`config.mk`:
```
export PLATFORM = sky130hd
export DESIGN_NAME = ex_bus_read_engine_flat
export DESIGN_NICKNAME = d
export VERILOG_FILES = /design/src/rtl/ex_bus_read_engine_if.sv /design/src/rtl/ex_bus_read_engine.sv /design/src/flat_wrapper.sv
export SDC_FILE = /design/constraint.sdc
export NUM_CORES = 1
export LEC_CHECK = 0
export CAP_MARGIN = 0
export CORE_ASPECT_RATIO = 1.4
export CORE_MARGIN = 5
export CORE_UTILIZATION = 30
export CTS_BUF_LIST = sky130_fd_sc_hd__clkbuf_8
export CTS_CLUSTER_DIAMETER = 150
export DETAILED_ROUTE_END_ITERATION = 7
export PLACE_DENSITY_LB_ADDON = 0.1
export SYNTH_ARGS = -nofsm -noshare
export SYNTH_HDL_FRONTEND = slang
export SYNTH_HIERARCHICAL = 1
export SYNTH_SLANG_ARGS = --single-unit
```
`constraint.sdc`:
```
create_clock -name clk -period 2.6 [get_ports clk]
set_input_delay 0.39 -clock clk [delete_from_list [all_inputs] [get_ports clk]]
set_output_delay 0.39 -clock clk [all_outputs]
set_load 0.02 [all_outputs]
```
`src/rtl/ex_bus_read_engine_if.sv`:
```
// Scratchpad-side bus and host read-stream bundle for the readback engine.
// master = engine side, slave = scratchpad model plus host sink.
interface ex_bus_read_engine_if #(
    parameter int A_W = 10,
    parameter int D_W = 32
) ();
    // {ex_wen, ex_ren, ex_addr, ex_data}
    logic [A_W+D_W+1:0] ex_bus;
    logic [D_W-1:0]     rd_data;
    logic               out_valid;
    logic [D_W-1:0]     out_data;
    logic               out_last;
    logic               out_ready;

    modport master (
        output ex_bus,
        output out_valid,
        output out_data,
        output out_last,
        input  rd_data,
        input  out_ready
    );

    modport slave (
        input  ex_bus,
        input  out_valid,
        input  out_data,
        input  out_last,
        output rd_data,
        output out_ready
    );
endinterface

```
`src/rtl/ex_bus_read_engine.sv`:
```
// Generic FWFT FIFO: count-tracked circular buffer with a registered head pointer.
// Latency: a word written at an edge is visible on rd_dat right after that edge.
// Backpressure: writes are dropped when full unless a read happens in the same cycle.
module generic_fifo #(
    parameter int W     = 8,
    parameter int DEPTH = 4
) (
    input  logic                       clk,
    input  logic                       rst_n,
    input  logic                       wr_vld,
    input  logic [W-1:0]               wr_dat,
    input  logic                       rd_rdy,
    output logic                       rd_vld,
    output logic [W-1:0]               rd_dat,
    output logic [$clog2(DEPTH):0]     cnt
);
    localparam int PTR_W = $clog2(DEPTH);
    localparam int CNT_W = PTR_W + 1;

    logic [W-1:0]     mem_q [DEPTH];
    logic [PTR_W-1:0] wptr_q, wptr_d;
    logic [PTR_W-1:0] rptr_q, rptr_d;
    logic [CNT_W-1:0] cnt_q, cnt_d;
    logic             do_wr;
    logic             do_rd;

    always_comb begin
        do_rd  = rd_rdy && (cnt_q != '0);
        do_wr  = wr_vld && ((cnt_q != CNT_W'(DEPTH)) || do_rd);
        wptr_d = wptr_q;
        rptr_d = rptr_q;
        if (do_wr) wptr_d = wptr_q + PTR_W'(1);
        if (do_rd) rptr_d = rptr_q + PTR_W'(1);
        cnt_d  = cnt_q + CNT_W'(do_wr) - CNT_W'(do_rd);
    end

    always_ff @(posedge clk or negedge rst_n) begin
        if (!rst_n) begin
            wptr_q <= '0;
            rptr_q <= '0;
            cnt_q  <= '0;
        end else begin
            wptr_q <= wptr_d;
            rptr_q <= rptr_d;
            cnt_q  <= cnt_d;
        end
    end

    // Storage needs no reset; the head is only meaningful while rd_vld is high.
    always_ff @(posedge clk) begin
        if (do_wr) mem_q[wptr_q] <= wr_dat;
    end

    assign rd_vld = (cnt_q != '0);
    assign rd_dat = mem_q[rptr_q];
    assign cnt    = cnt_q;
endmodule

// Burst read master: issues ex_ren over an address range, streams read data out (EXR_STALL_CNT_EN adds stall_cnt).
// Latency: first ex_ren one cycle after the start edge; each word at out_valid READ_LAT+1 cycles after its ex_ren.
// Backpressure: reads issue only while in-flight + buffered < FIFO_DEPTH, so out_ready may stall indefinitely.
module ex_bus_read_engine #(
    parameter int A_W        = 10,
    parameter int D_W        = 32,
    parameter int READ_LAT   = 1,
    parameter int FIFO_DEPTH = 4
) (
    input  logic                 clk,
    input  logic                 rst,
    input  logic                 start,
    input  logic [A_W-1:0]       base_addr,
    input  logic [A_W:0]         length,
    output logic                 busy,
    output logic                 done,
    ex_bus_read_engine_if.master bus
`ifdef EXR_STALL_CNT_EN
    ,
    output logic [15:0]          stall_cnt
`endif
);
    localparam logic [1:0] S_IDLE  = 2'd0;
    localparam logic [1:0] S_ISSUE = 2'd1;
    localparam logic [1:0] S_DRAIN = 2'd2;
    localparam logic [1:0] S_FIN   = 2'd3;

    localparam int CNT_W = $clog2(FIFO_DEPTH) + 1;
    localparam int OCC_W = $clog2(FIFO_DEPTH + READ_LAT + 2) + 1;
    localparam logic [A_W:0] ONE_LEN = 1;

    logic [1:0]          state_q, state_d;
    logic [A_W-1:0]      addr_q, addr_d;
    logic [A_W:0]        remaining_q, remaining_d;
    logic                busy_q, busy_d;
    logic                done_q, done_d;
    logic                ex_ren_q, ex_ren_d;
    logic [A_W-1:0]      ex_addr_q, ex_addr_d;
    logic                ex_last_q, ex_last_d;
    logic [READ_LAT-1:0] vld_sr_q, vld_sr_d;
    logic [READ_LAT-1:0] last_sr_q, last_sr_d;

    logic                cap_vld;
    logic                cap_last;
    logic                fifo_vld;
    logic [D_W:0]        fifo_dat;
    logic [CNT_W-1:0]    fifo_cnt;
    logic                pop;
    logic [OCC_W-1:0]    inflight;
    logic                credit;
    logic                issue;

    assign cap_vld  = vld_sr_q[READ_LAT-1];
    assign cap_last = last_sr_q[READ_LAT-1];
    assign pop      = fifo_vld && bus.out_ready;

    generic_fifo #(
        .W     (D_W + 1),
        .DEPTH (FIFO_DEPTH)
    ) u_fifo (
        .clk    (clk),
        .rst_n  (rst),
        .wr_vld (cap_vld),
        .wr_dat ({cap_last, bus.rd_data}),
        .rd_rdy (bus.out_ready),
        .rd_vld (fifo_vld),
        .rd_dat (fifo_dat),
        .cnt    (fifo_cnt)
    );

    // The registered ex_ren counts as in flight: it has been committed to the bus.
    always_comb begin
        inflight = OCC_W'(ex_ren_q);
        for (int i = 0; i < READ_LAT; i++) begin
            inflight = inflight + OCC_W'(vld_sr_q[i]);
        end
        credit = (inflight + OCC_W'(fifo_cnt)) < OCC_W'(FIFO_DEPTH);
        issue  = (state_q == S_ISSUE) && credit;
    end

    always_comb begin
        vld_sr_d     = vld_sr_q;
        last_sr_d    = last_sr_q;
        vld_sr_d[0]  = ex_ren_q;
        last_sr_d[0] = ex_last_q;
        for (int i = 1; i < READ_LAT; i++) begin
            vld_sr_d[i]  = vld_sr_q[i-1];
            last_sr_d[i] = last_sr_q[i-1];
        end
    end

    always_comb begin
        state_d     = state_q;
        addr_d      = addr_q;
        remaining_d = remaining_q;
        busy_d      = busy_q;
        done_d      = 1'b0;
        ex_ren_d    = 1'b0;
        ex_addr_d   = '0;
        ex_last_d   = 1'b0;
        case (state_q)
            S_IDLE: begin
                if (start) begin
                    addr_d      = base_addr;
                    remaining_d = length;
                    busy_d      = 1'b1;
                    state_d     = (length == '0) ? S_FIN : S_ISSUE;
                end
            end
            S_ISSUE: begin
                if (issue) begin
                    ex_ren_d    = 1'b1;
                    ex_addr_d   = addr_q;
                    ex_last_d   = (remaining_q == ONE_LEN);
                    addr_d      = addr_q + A_W'(1);
                    remaining_d = remaining_q - ONE_LEN;
                    if (remaining_q == ONE_LEN) state_d = S_DRAIN;
                end
            end
            S_DRAIN: begin
                // Leave on the edge that accepts the final word so done follows it by one cycle.
                if ((inflight == '0) &&
                    ((fifo_cnt == '0) || ((fifo_cnt == CNT_W'(1)) && pop))) begin
                    state_d = S_FIN;
                end
            end
            S_FIN: begin
                done_d  = 1'b1;
                busy_d  = 1'b0;
                state_d = S_IDLE;
            end
            default: state_d = S_IDLE;
        endcase
    end

    always_ff @(posedge clk or negedge rst) begin
        if (!rst) begin
            state_q     <= S_IDLE;
            addr_q      <= '0;
            remaining_q <= '0;
            busy_q      <= 1'b0;
            done_q      <= 1'b0;
            ex_ren_q    <= 1'b0;
            ex_addr_q   <= '0;
            ex_last_q   <= 1'b0;
            vld_sr_q    <= '0;
            last_sr_q   <= '0;
        end else begin
            state_q     <= state_d;
            addr_q      <= addr_d;
            remaining_q <= remaining_d;
            busy_q      <= busy_d;
            done_q      <= done_d;
            ex_ren_q    <= ex_ren_d;
            ex_addr_q   <= ex_addr_d;
            ex_last_q   <= ex_last_d;
            vld_sr_q    <= vld_sr_d;
            last_sr_q   <= last_sr_d;
        end
    end

`ifdef EXR_STALL_CNT_EN
    logic [15:0] stall_q, stall_d;

    always_comb begin
        stall_d = stall_q;
        if ((state_q == S_IDLE) && start) begin
            stall_d = '0;
        end else if ((state_q == S_ISSUE) && !credit && (stall_q != 16'hFFFF)) begin
            stall_d = stall_q + 16'd1;
        end
    end

    always_ff @(posedge clk or negedge rst) begin
        if (!rst) stall_q <= '0;
        else      stall_q <= stall_d;
    end

    assign stall_cnt = stall_q;
`endif

    assign busy          = busy_q;
    assign done          = done_q;
    assign bus.ex_bus    = {1'b0, ex_ren_q, ex_addr_q, {D_W{1'b0}}};
    assign bus.out_valid = fifo_vld;
    assign bus.out_data  = fifo_vld ? fifo_dat[D_W-1:0] : '0;
    assign bus.out_last  = fifo_vld && fifo_dat[D_W];
endmodule

```
`src/flat_wrapper.sv`:
```
// flat-port wrapper written by rule: the top's interface ports become plain ports
module ex_bus_read_engine_flat 
#(
    parameter int A_W        = 10,
    parameter int D_W        = 32,
    parameter int READ_LAT   = 1,
    parameter int FIFO_DEPTH = 4
)
  (clk, rst, start, base_addr, length, busy, done, bus_ex_bus, bus_out_valid, bus_out_data, bus_out_last, bus_rd_data, bus_out_ready);
  ex_bus_read_engine_if #(.A_W(A_W), .D_W(D_W)) bus_i ();
  input  logic clk;
  input  logic rst;
  input  logic start;
  input  logic [A_W-1:0] base_addr;
  input  logic [A_W:0] length;
  output logic busy;
  output logic done;
  output wire logic [$bits(bus_i.ex_bus)-1:0] bus_ex_bus;
  output wire logic [$bits(bus_i.out_valid)-1:0] bus_out_valid;
  output wire logic [$bits(bus_i.out_data)-1:0] bus_out_data;
  output wire logic [$bits(bus_i.out_last)-1:0] bus_out_last;
  input wire logic [$bits(bus_i.rd_data)-1:0] bus_rd_data;
  input wire logic [$bits(bus_i.out_ready)-1:0] bus_out_ready;
  assign bus_ex_bus = bus_i.ex_bus;
  assign bus_out_valid = bus_i.out_valid;
  assign bus_out_data = bus_i.out_data;
  assign bus_out_last = bus_i.out_last;
  assign bus_i.rd_data = bus_rd_data;
  assign bus_i.out_ready = bus_out_ready;
  ex_bus_read_engine #(.A_W(A_W), .D_W(D_W), .READ_LAT(READ_LAT), .FIFO_DEPTH(FIFO_DEPTH)) u_core (.clk(clk), .rst(rst), .start(start), .base_addr(base_addr), .length(length), .busy(busy), .done(done), .bus(bus_i));
endmodule
```
Word-level counts from Yosys, hierarchy flattened
Memory sizes are Yosys's and may differ from the RTL's.
Index checks and enable logic that the tools add are counted.
Storage, ports and cells
  flip-flop bits (word level): 46
  memory bits (writable): 132
  input port bits: 57
  output and inout bits: 80
  logic and storage cells: 75
  memories: 1
Memories
  u_core.u_fifo.mem_q: words 4, bits a word 33, read ports 1, clocked after memory_dff 0, wr ports 1, RTL line ex_bus_read_engine.sv:20  | logic [W-1:0] mem_q [DEPTH];
Operators by class
  $add $sub $neg: 8
  order comparisons: 1
  equality and inequality tests: 10
  multiplexer cells: 24
  reductions and logical operators: 18
Operators by type and width (number)
  two-way mux 10 bit: 4
  two-way mux 32 bit: 1
  two-way mux 11 bit: 2
  case mux 11 bit (2 select lines): 1
  case mux 10 bit (2 select lines): 1
  == test 11 x 1 -> 1 bit (second input constant): 1
  logical NOT 11 bit: 1
  subtractor 11 x 1 -> 11 bit (second input constant): 1
  adder 10 x 1 -> 10 bit (second input constant): 1
  two-way mux 2 bit: 5
  two-way mux 1 bit: 8
  case mux 2 bit (4 select lines): 1
  logical AND 1 bit: 6
  adder 2 x 1 -> 2 bit (second input constant): 2
  adder 4 x 3 -> 4 bit: 1
  == test 2 bit (second input constant): 2
  logical NOT 4 bit: 1
  less-than comparator 4 x 3 -> 1 bit (second input constant): 1
  != test 2 x 1 -> 1 bit (second input constant): 2
  != test 2 bit (second input constant): 2
  AND reduction 4 bit: 1
  nonzero test 2 bit: 2
  adder 3 x 1 -> 3 bit: 1
  == test 3 x 1 -> 1 bit (second input constant): 1
  11 further kinds: 12

Longest topological paths before layout
Gate-level depths: netlist (run 1).
  word-level depth: 7
  gate-level depth with buffers: 10
  depth with buffers taken out: 10

By module
Netlist (run 1), hierarchy kept.
Modules (own cells, without submodules)
  generic_fifo: instances 1, cells each 208, area an instance 5162.5 um2, seq. area each 4139.0 um2
  ex_bus_read_engine: instances 1, cells each 290, area an instance 2626.3 um2, seq. area each 975.9 um2

Worst setup path after synthesis (run 1)
Ideal clock, no wire load.
  kind: flip-flop to flip-flop
  from: register u_core.u_fifo.cnt_q[2] (netlist: u_core/u_fifo/cnt[2])
  to: register u_core.u_fifo.cnt_q[2] (netlist: u_core/u_fifo/cnt[2])
  library setup time: 0.127 ns
  data arrival time: 2.079 ns
  required time: 2.473 ns
  setup slack: 0.394 ns
  cell stages (with the launch flop): 11
  path buffers: 0
  clock period less this slack: 2.206 ns
  path through: dfrtp_1 > inv_2 > o41a_1 > inv_1 > ha_1 > inv_1 > ha_1 > inv_1 > fa_1 > xnor2_1 > xnor2_1
Between the ends
  word-level cells in the longest chain between the ends: 6
  elaborated cells on any way between the ends: 7
  those cells by class: 2 x add/sub; 1 x eq/ne; 4 x reduce/logical
Ends and longest elaborated chain
  start: declaration: RTL line ex_bus_read_engine.sv:23  | logic [CNT_W-1:0] cnt_q, cnt_d;
  start signal: assignment: RTL line ex_bus_read_engine.sv:45  | cnt_q <= cnt_d;
  nonzero test 3 bit: RTL line ex_bus_read_engine.sv:28  | do_rd = rd_rdy && (cnt_q != '0);
  logical AND 1 bit: RTL line ex_bus_read_engine.sv:28
  logical OR 1 bit: RTL line ex_bus_read_engine.sv:29  | do_wr = wr_vld && ((cnt_q != CNT_W'(DEPTH)) || do_rd);
  logical AND 1 bit: RTL line ex_bus_read_engine.sv:29
  adder 3 x 1 -> 3 bit: RTL line ex_bus_read_engine.sv:34  | cnt_d = cnt_q + CNT_W'(do_wr) - CNT_W'(do_rd);
  subtractor 3 x 1 -> 3 bit *: RTL line ex_bus_read_engine.sv:34
  via u_core.u_fifo.cnt_d[2]: RTL line ex_bus_read_engine.sv:23
The timed path passes the listed nets; every way through them passes the cells marked *.
A chain may end at the register's enable or synchronous reset.

Worst setup path after layout (run 1)
  from: register u_core.u_fifo.rptr_q[0]
  to: output bus_out_data[27]
Between the ends
  word-level cells in the longest chain between the ends: 2
Ends and longest elaborated chain
  start: declaration: RTL line ex_bus_read_engine.sv:22  | logic [PTR_W-1:0] rptr_q, rptr_d;
  start signal: assignment: RTL line ex_bus_read_engine.sv:44  | rptr_q <= rptr_d;
  memory (4 x 33 bit)
  via u_core.fifo_dat[27]: RTL line ex_bus_read_engine.sv:104  | logic [D_W:0] fifo_dat;
  two-way mux 32 bit: RTL line ex_bus_read_engine.sv:244  | assign bus.out_data = fifo_vld ? fifo_dat[D_W-1:0] : '0;
  end: declaration: RTL line flat_wrapper.sv:20  | output wire logic [$bits(bus_i.out_data)-1:0] bus_out_data;
The timed path passes the listed nets, and every way through them passes these cells.

==> reports/metrics.cfg, run 1 <==
[logic_synthesis]
netlist_top_cells_count = edfxtp_1, dfrtp_1, buf_4
synth_top_cell_by_area = edfxtp_1
synthTopCellsByArea = edfxtp_1, dfrtp_1, mux4_2, buf_4, and2_1
synthFlopType = edfxtp_1
syn_avg_cell_area_sq_um = 15.6
ys_ff_latch = 178
netlist_instances = 498
synth_cell_types = 55
synth_seq_area_share_pct = 65.7
synth.most_common_cell = edfxtp_1
yosysWarningCount = 6
synthesis.area_sq_um = 7790
yosys.area.top_type_share_pct = 50.9
synth-async-reset-ratio_pct = 25.8
synth_edf_count = 132

[min_path]
min_path_type = reg2reg

[timing]
setup_viol = 0
fin_crit_sh_pct = 96.0
period_needed_ns = 2.50
hold_violations = 0
worstMarginPinSlew_ns = 0.649
fin_skew_ns = 0.0212
fmaxAchievable_mhz = 400
max_slew_margin_pct = 56.2
drv_slew = 0
setup_tns_ns = 0

[finish]
drive_above_1_share_pct = 19.3
fin_nets = 694
area_growth_pct = 23.3
final_cells = 951
num_antenna_cells = 0
fillCellCount = 2411

[grt]
overflow = 0
grt_first_pass_wirelength_um = 27400
antenna_found_initial = 0
grt_pass1_vias = 4782
grt_max_degree = 35
globalRouteTotalUtil_pct = 12.2

[clock_tree]
clk_latency_ns = 0.46
clk_pin_slew_ns = 0.08
htreeDepth = 4
cts_tree = built
clockBufferDepth = 2
cts_made_buffers = 17
cts_sinks = 178
cts_root_buf = clkbuf_8

[power_and_ir_drop]
clock_power_share_pct = 17.2
p_switching_mw = 4.00
p_seq_share_pct = 38.0
power_density_nw_per_um2 = 1130
p_int_mw = 6.88
share_comb_of_total_power_pct = 44.8
leakagePower_nw = 3.53
vdd_drop_max_v = 0.000610
swShare_pct = 36.8

[route]
met3_length_um = 643
top_layer = met4
final_antenna_net_count = 0
drc = 0
wl_met2_um = 9430
vias = 4441
vias_per_cell = 4.67
wirelength_um = 17700
dr.first_iter.drc_count = 148
first_pass_iters = 4
wl_per_cell_um = 18.6
wl_met1_um = 7220

[status]
outcome = complete, no violations

[critical_path]
cp_max_fo = 7
cp.arrival_ns = 2.11
cp-end-kind = output port
crit_required_ns = 2.21
startpoint_type = register
path_class = reg2out

[place]
gp_congestion = 0.796
dp_hpwl_um = 11600
port_buffers = 103
dp.cells = 915

[die]
num_rows = 69
fp.dieArea_sq_um = 29300
die_h_um = 201
fp.dieW_um = 146
io_pins = 137
initial_core_util_pct = 30.6
core_area_sq_um = 25500

[run]
drv_cap = 0

## sequential cells by signal (all words and copies together), names as in the netlist
register	cells
u_core/u_fifo/mem_q	132
u_core/remaining_q	11
u_core/addr_q	10
u_core/ex_addr_q	10
u_core/u_fifo/cnt	3
u_core/state_q	2
u_core/u_fifo/rptr_q	2
u_core/u_fifo/wptr_q	2
u_core/busy	1
u_core/cap_last	1
u_core/cap_vld	1
u_core/done	1
u_core/ex_last_q	1
u_core/ex_ren_q	1
## power groups by stage
stage / Combinational [mW] / Sequential (mW) / Clock, mW
6_report: 4.87 / 4.13 / 1.88
5_1_grt: 5.32 / 4.22 / 2.08
4_1_cts: 4.92 / 4.15 / 1.97
3_5_place_dp: 5.09 / 4.19 / 0
3_3_place_gp: 5.03 / 4.16 / 0
2_1_floorplan: 3.20 / 4.12 / 0
## layer usage
metal	global-route usage, %	vias up
li1	-	2064
met1	13.9	2251
met2	21.7	101
met3	3.05	25
met4	4.84	0
met5	0	-
## repair_timing
item / in CTS / in global routing
endpoints found under the setup margin: 34 / 32
hold buffers: 1 / 0
cloned: 1 / 2
pin swaps: 0 / 0
setup buffers: 0 / 1
resized for setup: 57 / 32
endpoints found under the hold margin: 18 / 0
## placed cells by master, fill, tap and decap left out, drive strengths merged, types with 14 or more instances in the layout
master         instances
conb                  33
ha                    16
and2                  40
clkdlybuf4s15         14
mux4                  33
clkbuf                31
clkdlybuf4s50         68
buf                   26
edfxtp               132
nand2                 18
inv                   19
a21oi                 22
dfrtp                 46
## cell type report
class / count / area, sq um / area share [%]
clock buffers: 17 / 234 / 2.44
repair buffers: 127 / 1270 / 13.2
multi-input cells: 279 / 2360 / 24.6
flip-flops and latches: 178 / 5120 / 53.3
clock inverters: 14 / 149 / 1.55
well taps: 319 / 399 / 4.16
inverters: 17 / 63.8 / 0.665
## final timing paths
check / startpoint / end / slack, ns / depth (start not counted)
hold / removal: u_core/ex_last_q / u_core/cap_last / 0.36 / 0
max in group asynchronous: rst / u_core/addr_q[4] / 1.44 / 3
setup reg to reg: u_core/u_fifo/cnt[2] / u_core/u_fifo/cnt[2] / 0.38 / 10
hold reg to reg: u_core/ex_last_q / u_core/cap_last / 0.36 / 0
setup / recovery: u_core/u_fifo/rptr_q[0] / bus_out_data[27] / 0.10 / 5
min in group asynchronous: rst / u_core/remaining_q[8] / 0.39 / 2
## stage by stage
stage	power [mW]	cell area [sq um]	hold slack [ns]	setup WS (ns)	util (%)
after floorplan	7.31	7910	0.0944	0.394	-
after global placement	9.19	9190	0.343	0.148	36.1
after detailed placement	9.29	9190	0.343	0.0793	36.1
after CTS	11.0	9600	0.363	-0.0252	37.7
after global routing	11.6	9600	0.370	-0.00277	37.7
final	10.9	9600	0.357	0.103	37.7
## logic make-up (layout without fill, tap and decap cells)
| kind of cell | count (synthesis) | count (layout) | share of synthesized area [%] |
|---|---|---|---|
| muxes | 47 | 47 | 11.4 |
| and+or+nand+nor | 114 | 114 | 8.48 |
| xor gates and xnor gates | 5 | 5 | 0.562 |
| AOI/OAI and AO/OA | 63 | 63 | 5.33 |
| DFF | 178 | 178 | 65.7 |
| adders and majority gates | 17 | 17 | 2.83 |
| buffers and inverters | 73 | 175 | 5.65 |
| other | 1 | 33 | 0.0481 |
## worst max-delay path, stage by stage, from the launching register on
cell and delay, ns:
dfrtp_2 0.42, buf_12 0.14, clkbuf_16 0.17, mux4_2 0.48, and2_1 0.19, clkdlybuf4s15_2 0.26
(Power assumes the default switching activity.)
==> inputs of run 2 (changes only) <==
- GPL_ROUTABILITY_DRIVEN: not set -> 0
==> results of run 2 <==
Final layout, timing and power as in run 1 (identical DEF).
